$ cat config.mk
export PLATFORM = sky130hd
export DESIGN_NAME = neuron_feeder
export DESIGN_NICKNAME = d
export VERILOG_FILES = /design/src/rtl/neuron_feeder.sv
export SDC_FILE = /design/constraint.sdc
export NUM_CORES = 1
export LEC_CHECK = 0
export ABC_AREA = 1
export CORE_MARGIN = 2
export CORE_UTILIZATION = 45
export DETAILED_ROUTE_END_ITERATION = 10
export PLACE_DENSITY = 0.83
export RECOVER_POWER = 25
export SETUP_SLACK_MARGIN = 0.2
export SYNTH_ARGS = -nofsm -noshare
export SYNTH_HDL_FRONTEND = slang
export SYNTH_SLANG_ARGS = --single-unit
export TNS_END_PERCENT = 10
$ cat constraint.sdc
create_clock -name clk -period 2.25 [get_ports clk]
set_clock_uncertainty 0.2 [all_clocks]
set_input_delay 0.45 -clock clk [delete_from_list [all_inputs] [get_ports clk]]
set_output_delay 0.45 -clock clk [all_outputs]
set_load 0.005 [all_outputs]
$ cat src/rtl/neuron_feeder.sv
// Sequencer in front of neuron_ip: packs NUM_INPUTS (input, weight) beats into the
// neuron's parallel buses, pulses start, and returns the neuron's result with a timeout.
module neuron_feeder #(
    parameter int DATA_W     = 8,
    parameter int NUM_INPUTS = 8,
    parameter int TIMEOUT    = 63
) (
    input  logic                         clk,
    input  logic                         rst_n,
    input  logic                         in_valid,
    output logic                         in_ready,
    input  logic [DATA_W-1:0]            in_data,
    input  logic [DATA_W-1:0]            w_data,
    output logic [DATA_W*NUM_INPUTS-1:0] nrn_inputs,
    output logic [DATA_W*NUM_INPUTS-1:0] nrn_weights,
    output logic                         start_signal,
    input  logic                         ready_signal,
    input  logic [DATA_W-1:0]            nrn_out,
    output logic                         res_valid,
    input  logic                         res_ready,
    output logic [DATA_W-1:0]            res_data,
    output logic                         res_err,
    output logic                         busy
);

    localparam int BUS_W  = DATA_W * NUM_INPUTS;
    localparam int CNT_W  = (NUM_INPUTS > 1) ? $clog2(NUM_INPUTS) : 1;
    localparam int WAIT_W = $clog2(TIMEOUT + 1);

    localparam logic [CNT_W-1:0]  LAST_BEAT = CNT_W'(NUM_INPUTS - 1);
    localparam logic [WAIT_W-1:0] WAIT_LAST = WAIT_W'(TIMEOUT - 1);

    typedef enum logic [2:0] {
        S_IDLE,
        S_LOAD,
        S_START,
        S_WAIT,
        S_RESULT
    } state_t;

    state_t              state;
    logic [CNT_W-1:0]    cnt;
    logic [WAIT_W-1:0]   wait_cnt;
    logic                rdy_q;
    logic                rdy_rise;

    // Both streams transfer on a rising edge where valid && ready; valid holds its
    // payload until then, and in_ready / res_valid depend on registered state only.
    assign rdy_rise = ready_signal && !rdy_q;

    always_ff @(posedge clk or negedge rst_n) begin
        if (!rst_n) begin
            state        <= S_IDLE;
            cnt          <= '0;
            wait_cnt     <= '0;
            rdy_q        <= 1'b0;
            nrn_inputs   <= '0;
            nrn_weights  <= '0;
            res_data     <= '0;
            res_err      <= 1'b0;
            in_ready     <= 1'b0;
            start_signal <= 1'b0;
            res_valid    <= 1'b0;
            busy         <= 1'b0;
        end else begin
            // Tracked in every state so a level already high at START is not an edge.
            rdy_q <= ready_signal;
            case (state)
                S_IDLE: begin
                    state    <= S_LOAD;
                    in_ready <= 1'b1;
                end
                S_LOAD: begin
                    if (in_valid && in_ready) begin
                        // First beat ends up in the most significant element.
                        nrn_inputs  <= {nrn_inputs[BUS_W-DATA_W-1:0], in_data};
                        nrn_weights <= {nrn_weights[BUS_W-DATA_W-1:0], w_data};
                        if (cnt == LAST_BEAT) begin
                            cnt          <= '0;
                            state        <= S_START;
                            in_ready     <= 1'b0;
                            start_signal <= 1'b1;
                            busy         <= 1'b1;
                        end else begin
                            cnt <= cnt + CNT_W'(1);
                        end
                    end
                end
                S_START: begin
                    start_signal <= 1'b0;
                    wait_cnt     <= '0;
                    state        <= S_WAIT;
                end
                S_WAIT: begin
                    if (rdy_rise) begin
                        res_data  <= nrn_out;
                        res_err   <= 1'b0;
                        res_valid <= 1'b1;
                        state     <= S_RESULT;
                    end else if (wait_cnt == WAIT_LAST) begin
                        wait_cnt  <= wait_cnt + WAIT_W'(1);
                        res_data  <= '0;
                        res_err   <= 1'b1;
                        res_valid <= 1'b1;
                        state     <= S_RESULT;
                    end else begin
                        wait_cnt <= wait_cnt + WAIT_W'(1);
                    end
                end
                S_RESULT: begin
                    if (res_valid && res_ready) begin
                        res_valid <= 1'b0;
                        busy      <= 1'b0;
                        in_ready  <= 1'b1;
                        state     <= S_LOAD;
                    end
                end
                default: begin
                    state        <= S_IDLE;
                    in_ready     <= 1'b0;
                    start_signal <= 1'b0;
                    res_valid    <= 1'b0;
                    busy         <= 1'b0;
                end
            endcase
        end
    end

endmodule

==> summary.md, run 1 <==
| Metric | Value |
|---|---|
| First-pass GRT wire length | `23.90 mm` |
| DIE WIDTH | `between 100 and 150 um` |
| CTS clk-pin slew, worst paths | `~0.06 ns` |
| GRT Util Overall | `between 20 and 25%` |
| Worst R2R Start | `state[0]` |
| Setup TNS | `0 ns` |
| Gpl congestion | `around 0.80` |
| Max VDD drop | `0.0005125 V` |
| Library cells used by synthesis | `19` |
| Pleak | `around 4.6 nW` |
| Vias in the first global route | `4793` |
| Synthesized Nets | `just over 700` |
| Grt total ovfl | `0` |
| Full die area | `around 14000 um^2` |
| Fill count | `about 1000` |
| Final Util | `~66%` |
| Largest net degree at the start of global routing | `49` |
| CTS tree | `yes` |
| Core area | `approximately 13000 um^2` |
| Worst stage delay on the critical path | `0.55 ns` |
| R2R depth | `6` |
| DRT Pass-1 Iters | `5` |
| Syn avg cell area | `8.764 um^2` |
| CP startpoint kind | `flip-flop` |
| Cell Area, Synth | `5994 um^2` |
| Final Setup Violations | `0` |
| Initial DRC Count | `between 500 and 600` |
| # port buffers | `between 150 and 200` |
| Flop pwr share | `43.8%` |
| HP Class | `reg -> reg` |
| Sw Pwr | `0.001155 W` |
| Crit-path cells | `clkdlybuf4s50_1` |
| Cell Pwr Density | `about 730 nW/um^2` |
| Antenna violation net count after detailed routing | `0` |
| # rows | `42` |
| Num CTS Buffers | `17` |
| Fin crit share | `89.03%` |
| ANT cells | `0` |
| #FFs+latches synth | `154` |
| Die Y | `between 100 and 150 um` |
| DP HPWL | `9.699 mm` |
| DR vias | `~5000` |
| Nets | `894` |
| Worst skew pair latency | `between 0.4 and 0.5 ns` |
| Achievable Freq | `around 0.5 GHz` |
| Initial Util | `between 40% and 50%` |
| Initial antenna violation count | `0` |
| Final WL | `between 10 and 15 mm` |
| Synth warnings | `0` |
| Slew margin rel. | `16.58%` |
| Combinational power share | `under 10%` |
| # IOs | `between 150 and 200` |
| Crit end category | `primary output` |
| End of the worst hold path | `nrn_weights[62]` |
| FF-to-FF End | `res_data[6]` |
| CTS sink count | `around 150` |
| Post-synthesis instance total | `between 600 and 700` |
| Hold Path Origin | `nrn_weights[62]` |
| WHS Path Cells | `2` |
| Reg2Reg Setup Slack | `~0.48 ns` |
| Outcome | `finished clean` |
| Clock Path Buffers | `2` |
| Critical path data arrival time | `approximately 1.4 ns` |
| Crit path required time | `1.60 ns` |
| Pint | `0.005179 W` |
| Vias/cell | `roughly 4.7` |
| Slowest-stage cell, CP | `clkdlybuf4s50_1` |
| Hold Fails Final Rpt | `0` |
| H-tree depth | `4` |
| Worst Tran Pin Value | `1.251 ns` |
| Clock power frac | `between 50% and 60%` |
| Postcts setup bufs | `0` |
| Tmin final | `about 2 ns` |
| DRC viols | `0` |
| CP delay by family, top | `buffers and inverters` |
| MaxCap Viol Count | `0` |
| Layout cells sized above 1 | `6.071%` |
| Routed len/inst | `around 14 um` |
| Worst-path maximum fanout | `3` |
| Area grow syn2layout | `45.65%` |
| Crit path buf inv count | `1` |
| Seq/Total Area, Yosys | `~64%` |
| Setup CP Type | `reg -> out` |
| Sw Ratio | `between 10% and 20%` |
| RSZ-0062 raised after global routing | `yes` |
| Slew Limit Fails | `0` |
| CTS Root Cell | `clkbuf_16` |
power by group through the flow:
stage	Combinational [W]	Sequential, W	Clock, W
floorplan	0.00000229	0.00282	0
CTS	0.000121	0.00277	0.00351
global placement	0.000119	0.00282	0
detailed placement	0.000119	0.00282	0
global route	0.000130	0.00277	0.00365
finish	0.000115	0.00277	0.00345
timing repair:
action,CTS,global route
hold endpoints to repair,44,0
endpoints found under the setup margin,0,7
resized for setup,0,1
hold buffers,1,0
placed cells by master, fill, tap and decap left out:
cell,instances
inv_1,26
buf_12,8
dlymetal6s2s_1,1
nor2_2,2
nand4_1,4
nor3_4,1
buf_4,9
clkbuf_16,17
xor2_1,1
nand3_1,9
inv_6,1
o21bai_1,1
clkbuf_2,1
nand2_1,409
a31oi_1,1
o21a_1,1
dfrtp_1,154
clkdlybuf4s50_1,166
o21ai_0,24
nor2_1,12
a21oi_1,4
bufinv_16,8
inv_4,1
ha_1,4
clkinv_2,2
dlygate4sd3_1,2
a21o_1,1
clkbuf_8,2
clkinvlp_4,1
state kept, by name, summed over array words and instances (netlist names), 3 cells and up:
name         flops
state            3
nrn_weights     64
nrn_inputs      64
res_data         8
cnt              3
wait_cnt         6
layer usage:
metal / vias to the layer above / global-route usage (%) / wire length [um]
met1: 2355 / 27.92 / 6114
met3: 21 / 8.381 / 1088
li1: 2441 / - / -
met5: - / 0 / 0
met2: 143 / 32.72 / 6867
met4: 0 / 7.721 / 287
worst max-delay path by stage:
stage                    from         endpoint  slack [ns]  depth (start not counted)
2_1_floorplan          cnt[0]         in_ready        0.66                          7
3_3_place_gp         in_valid  nrn_weights[54]        0.06                          7
3_5_place_dp         in_valid   nrn_inputs[20]      -0.008                          7
4_1_cts        nrn_inputs[40]   nrn_inputs[40]        0.22                          1
5_1_grt                 rst_n    nrn_inputs[4]        0.14                          3
6_report       nrn_inputs[40]   nrn_inputs[40]        0.25                          1
layout make-up:
| class | count | area [um^2] | area share [%] |
|---|---|---|---|
| Clock buffer | 19 | 452.9 | 5.188 |
| Clock inverter | 12 | 266.5 | 3.052 |
| Inverter | 27 | 103.9 | 1.189 |
| Multi-Input combinational cell | 474 | 1907 | 21.84 |
| Sequential cell | 154 | 3854 | 44.14 |
| Tap cell | 176 | 220.2 | 2.522 |
| Timing Repair Buffer | 187 | 1927 | 22.07 |
stage by stage:
step                      worst slack (ns)  total power [W]  area [um^2]  hold WS (ns)  std cells
after floorplan                     0.6578         0.002824         5995      -0.04559        684
after global placement             0.05787         0.002940         8005        0.2276       1017
after CTS                           0.2178         0.006400         8735        0.2779       1049
after detailed placement         -0.008276         0.002940         8005        0.2226       1017
final                               0.2469         0.006334         8731        0.2751       1049
after global routing                0.1388         0.006547         8731        0.3004       1049
synth_stat cells:
library cell	number	area (um^2)
xor2_1	1	8.760
inv_2	1	3.750
a31oi_1	1	6.260
buf_2	19	95.09
o21a_1	1	7.510
inv_1	26	97.59
o21bai_1	1	7.510
nand3_1	9	45.04
a21o_1	1	7.510
nor2_1	12	45.04
clkbuf_1	10	37.54
ha_1	4	50.05
o21ai_0	24	120.1
a21oi_1	4	20.02
dfrtp_1	154	3854
nor2_2	2	12.51
nand2_1	409	1535
nor3_4	1	16.27
nand4_1	4	25.02
cell families after synthesis:
kind of cell               count (synthesis)  synth area share, %
and+or+nand+nor                          437                28.01
DFF                                      154                64.29
buffers and inverters                     56                3.903
AOI/OAI and AO/OA                         32                2.818
adders and majority gates                  4               0.8349
xor gates and xnor gates                   1               0.1461
worst min-delay path, cell delays in order, from the launching register on:
cell and delay, ns:
dfrtp_1 0.34, nand2_1 0.05, nand2_1 0.05
(Power assumes the default switching activity.)
==> run 2: changes to the inputs <==
- ABC_AREA: 1 -> unset
- PLACE_DENSITY: 0.83 -> 0.82
==> summary.md, run 2 <==
| Metric | Value |
|---|---|
| # resized after CTS | `0 (unchanged)` |
| Area grow syn2layout | `40.99%` |
| Grt total ovfl | `0 (unchanged)` |
| Adder-Cell Fraction of Synth Area | `0.8021% (-0.033 points)` |
| Top flop regs | `nrn_inputs: 64 flops, nrn_weights: 64 flops, res_data: 8 flops` |
| Final WL | `12.84 mm (-11%)` |
| Core area | `13720 um^2 (+4.4%)` |
| DIE WIDTH | `121.8 um (+2.0%)` |
| Post-route setup slack | `0.2485 ns (+0.001643 ns)` |
| Largest family of logic cells by synthesized area | `multiplexers` |
| Worst skew pair latency | `0.41 ns (about the same)` |
| Seq/Total Area, Yosys | `61.76% (-2.5 points)` |
| Cell taking the most area after synthesis | `dfrtp_1` |
| Outcome | `finished clean` |
| H-tree depth | `4 (unchanged)` |
| Most common cell in the netlist | `dfrtp_1` |
| Worst-path maximum fanout | `3 (unchanged)` |
| Gpl congestion | `0.7661 (-4.1%)` |
| Slew Limit Fails | `0 (unchanged)` |
| Worst R2R Start | `in_ready` |
| # IOs | `170 (unchanged)` |
| HP Class | `reg -> reg` |
| CP startpoint kind | `flip-flop` |
| Die Y | `121.8 um (+2.0%)` |
| Number of flops mapped to enable cells by yosys | `0 (unchanged)` |
| Commonest cells after routing, fill and taps aside | `clkdlybuf4s50_1 (167), dfrtp_1 (154), mux2_4 (78)` |
| Library cells used by synthesis | `39 (+20)` |
| MaxCap Viol Count | `0 (unchanged)` |
| Crit end category | `primary output` |
| CTS Root Cell | `clkbuf_16` |
| Nets | `591 (-34%)` |
| Cell Pwr Density | `1214 nW/um^2 (+67%)` |
| Vias in the first global route | `3957 (-17%)` |
| Post-synthesis instance total | `373 (-45%)` |
| Slew margin rel. | `39.69% (+23 points)` |
| Achievable Freq | `0.4996 GHz (about the same)` |
| Pleak | `4.313 nW (-5.5%)` |
| Synth Area in Simple Gates | `3.309% (-25 points)` |
| Most common cell after layout, fill and taps aside | `clkdlybuf4s50_1` |
| Critical path data arrival time | `1.35 ns (about the same)` |
| GRT Util Overall | `18.03% (-3.4 points)` |
| Post-synth top cells | `dfrtp_1 (154), mux2_4 (78), mux2_2 (52)` |
| Reg2Reg Setup Slack | `0.35 ns (-0.13 ns)` |
| FF-to-FF End | `nrn_weights[57]` |
| Setup CP Type | `reg -> out` |
| Antenna violation net count after detailed routing | `0 (unchanged)` |
| DRT Pass-1 Iters | `4 (-1)` |
| Max VDD drop | `0.0008156 V (+59%)` |
| Initial Util | `45.48% (-0.15 points)` |
| Initial antenna violation count | `0 (unchanged)` |
| Synth warnings | `0 (unchanged)` |
| Initial DRC Count | `161 (-70%)` |
| Clock Path Buffers | `2 (unchanged)` |
| Crit path buf inv count | `1 (unchanged)` |
| R2R depth | `4 (-2)` |
| Routed len/inst | `17.09 um (+25%)` |
| Slowest-stage cell, CP | `clkdlybuf4s50_1` |
| Area contributors post-synth | `dfrtp_1 (62%), mux2_4 (19%), mux2_2 (9.4%)` |
| Place WS | `0.01057 ns (+0.01885 ns)` |
| #FFs+latches synth | `154 (unchanged)` |
| Full die area | `14820 um^2 (+4.0%)` |
| DP HPWL | `8.893 mm (-8.3%)` |
| Hold Fails Final Rpt | `0 (unchanged)` |
| Tmin final | `2.002 ns (-0.001643 ns)` |
| Syn avg cell area | `16.73 um^2 (+91%)` |
| Synth Area in XOR/XNOR | `0.4211% (+0.27 points)` |
| CTS tree | `yes` |
| Crit path from | `nrn_inputs[52]` |
| ANT cells | `0 (unchanged)` |
| # rows | `43 (+2.4%)` |
| Crit path required time | `1.60 ns (about the same)` |
| CTS sink count | `154 (unchanged)` |
| Worst stage delay on the critical path | `0.55 ns (about the same)` |
| Final Setup Violations | `0 (unchanged)` |
| CP delay by family, top | `buffers and inverters` |
| Synth Area in Compound Gates | `3.068% (+0.25 points)` |
| Asr flop ratio synth | `100.0% (unchanged)` |
| # port buffers | `169 (unchanged)` |
| Num CTS Buffers | `17 (unchanged)` |
| Largest net degree at the start of global routing | `65 (+33%)` |
| Post-Place Cell Area | `8185 um^2 (+2.3%)` |
| CTS clk-pin slew, worst paths | `0.06 ns (about the same)` |
| Setup TNS | `0 ns (unchanged)` |
| Synthesized Nets | `406 (-43%)` |
| RSZ-0062 raised after global routing | `yes` |
| Final instance area | `8797 um^2 (+0.76%)` |
| Layout cells sized above 1 | `31.35% (+25 points)` |
| Ys flop type | `dfrtp_1` |
| Area share of the largest cell type after synthesis | `61.76% (-2.5 points)` |
| Fin crit share | `88.96% (about the same)` |
| Vias/cell | `4.995 (+5.6%)` |
| Crit path to | `nrn_inputs[52]` |
| Worst Tran Pin Value | `0.9047 ns (-0.3467 ns)` |
| Cell Area, Synth | `6240 um^2 (+4.1%)` |
| Crit-path cells | `clkdlybuf4s50_1` |
| Post-synthesis mux area share | `28.15% (+28 points)` |
| DR vias | `3751 (-24%)` |
| First-pass GRT wire length | `20.58 mm (-14%)` |
| Critical path depth | `1 (unchanged)` |
| DRC viols | `0 (unchanged)` |
## run 2: cell families after synthesis
group | after synthesis
XOR/XNOR | 3
AND/OR/NAND/NOR | 37
adder cells (fa/ha/maj) | 4
multiplexers | 130
buffers and inverters | 20
flip-flops | 154
AO/OA/AOI/OAI | 25
## run 2: worst min path at each step
stage	from	slack (ns)	cells past startpoint	end
final	nrn_weights[58]	0.31	1	nrn_weights[58]
after global routing	res_data[5]	0.32	1	res_data[5]
after CTS	res_data[5]	0.31	1	res_data[5]
after detailed placement	rst_n	0.28	1	nrn_inputs[12]
after global placement	rst_n	0.26	1	nrn_inputs[4]
after floorplan	rst_n	-0.05	0	busy
## run 2: area by class of cell
type | count | area, um^2
fillers | 982 | 4922
flip-flops and latches | 154 | 3854
multi-input cells | 199 | 2240
repair buffers | 183 | 1872
clock buffers | 20 | 456.7
well taps | 180 | 225.2
clock inverters | 12 | 138.9
inverters | 3 | 11.26
## run 2: repair_timing
action | 4_1_cts | 5_1_grt
hold buffers | 1 | 0
setup endpoints to repair | 1 | 4
cloned | 0 | 0
setup buffers | 1 | 2
endpoints found under the hold margin | 58 | 0
## run 2: metrics by stage
step | std cells | util, % | hold slack, ns | power, W
floorplan | 373 | - | -0.04559 | 0.005803
global placement | 715 | 59.66 | 0.2606 | 0.007693
detailed placement | 715 | 59.66 | 0.2800 | 0.007864
CTS | 749 | 64.13 | 0.3072 | 0.01078
global route | 751 | 64.12 | 0.3172 | 0.01125
finish | 751 | 64.12 | 0.3062 | 0.01068
## run 2: power by group
| group | internal (W) | total (W) | switching, W |
|---|---|---|---|
| sequential | 0.00361 | 0.00432 | 0.000712 |
| combinational | 0.00241 | 0.00352 | 0.00111 |
| clock | 0.00170 | 0.00283 | 0.00113 |
| total | 0.00772 | 0.0107 | 0.00296 |
## run 2: routing by layer
| layer | part of all wire [%] | wire length [um] | vias up | track usage (%) |
|---|---|---|---|---|
| li1 | - | - | 1710 | - |
| met1 | 42 | 5358 | 1916 | 22.22 |
| met2 | 49 | 6313 | 110 | 28.49 |
| met3 | 7.6 | 971 | 15 | 7.210 |
| met4 | 1.5 | 193 | 0 | 7.184 |
| met5 | 0 | 0 | - | 0 |
## run 2: worst reg2reg max path: cells and delay by family (launching register included)
family	cells	cell delay, ns
mux	1	0.44
flops	1	0.40
buf+inv	1	0.38
simple gates	2	0.37
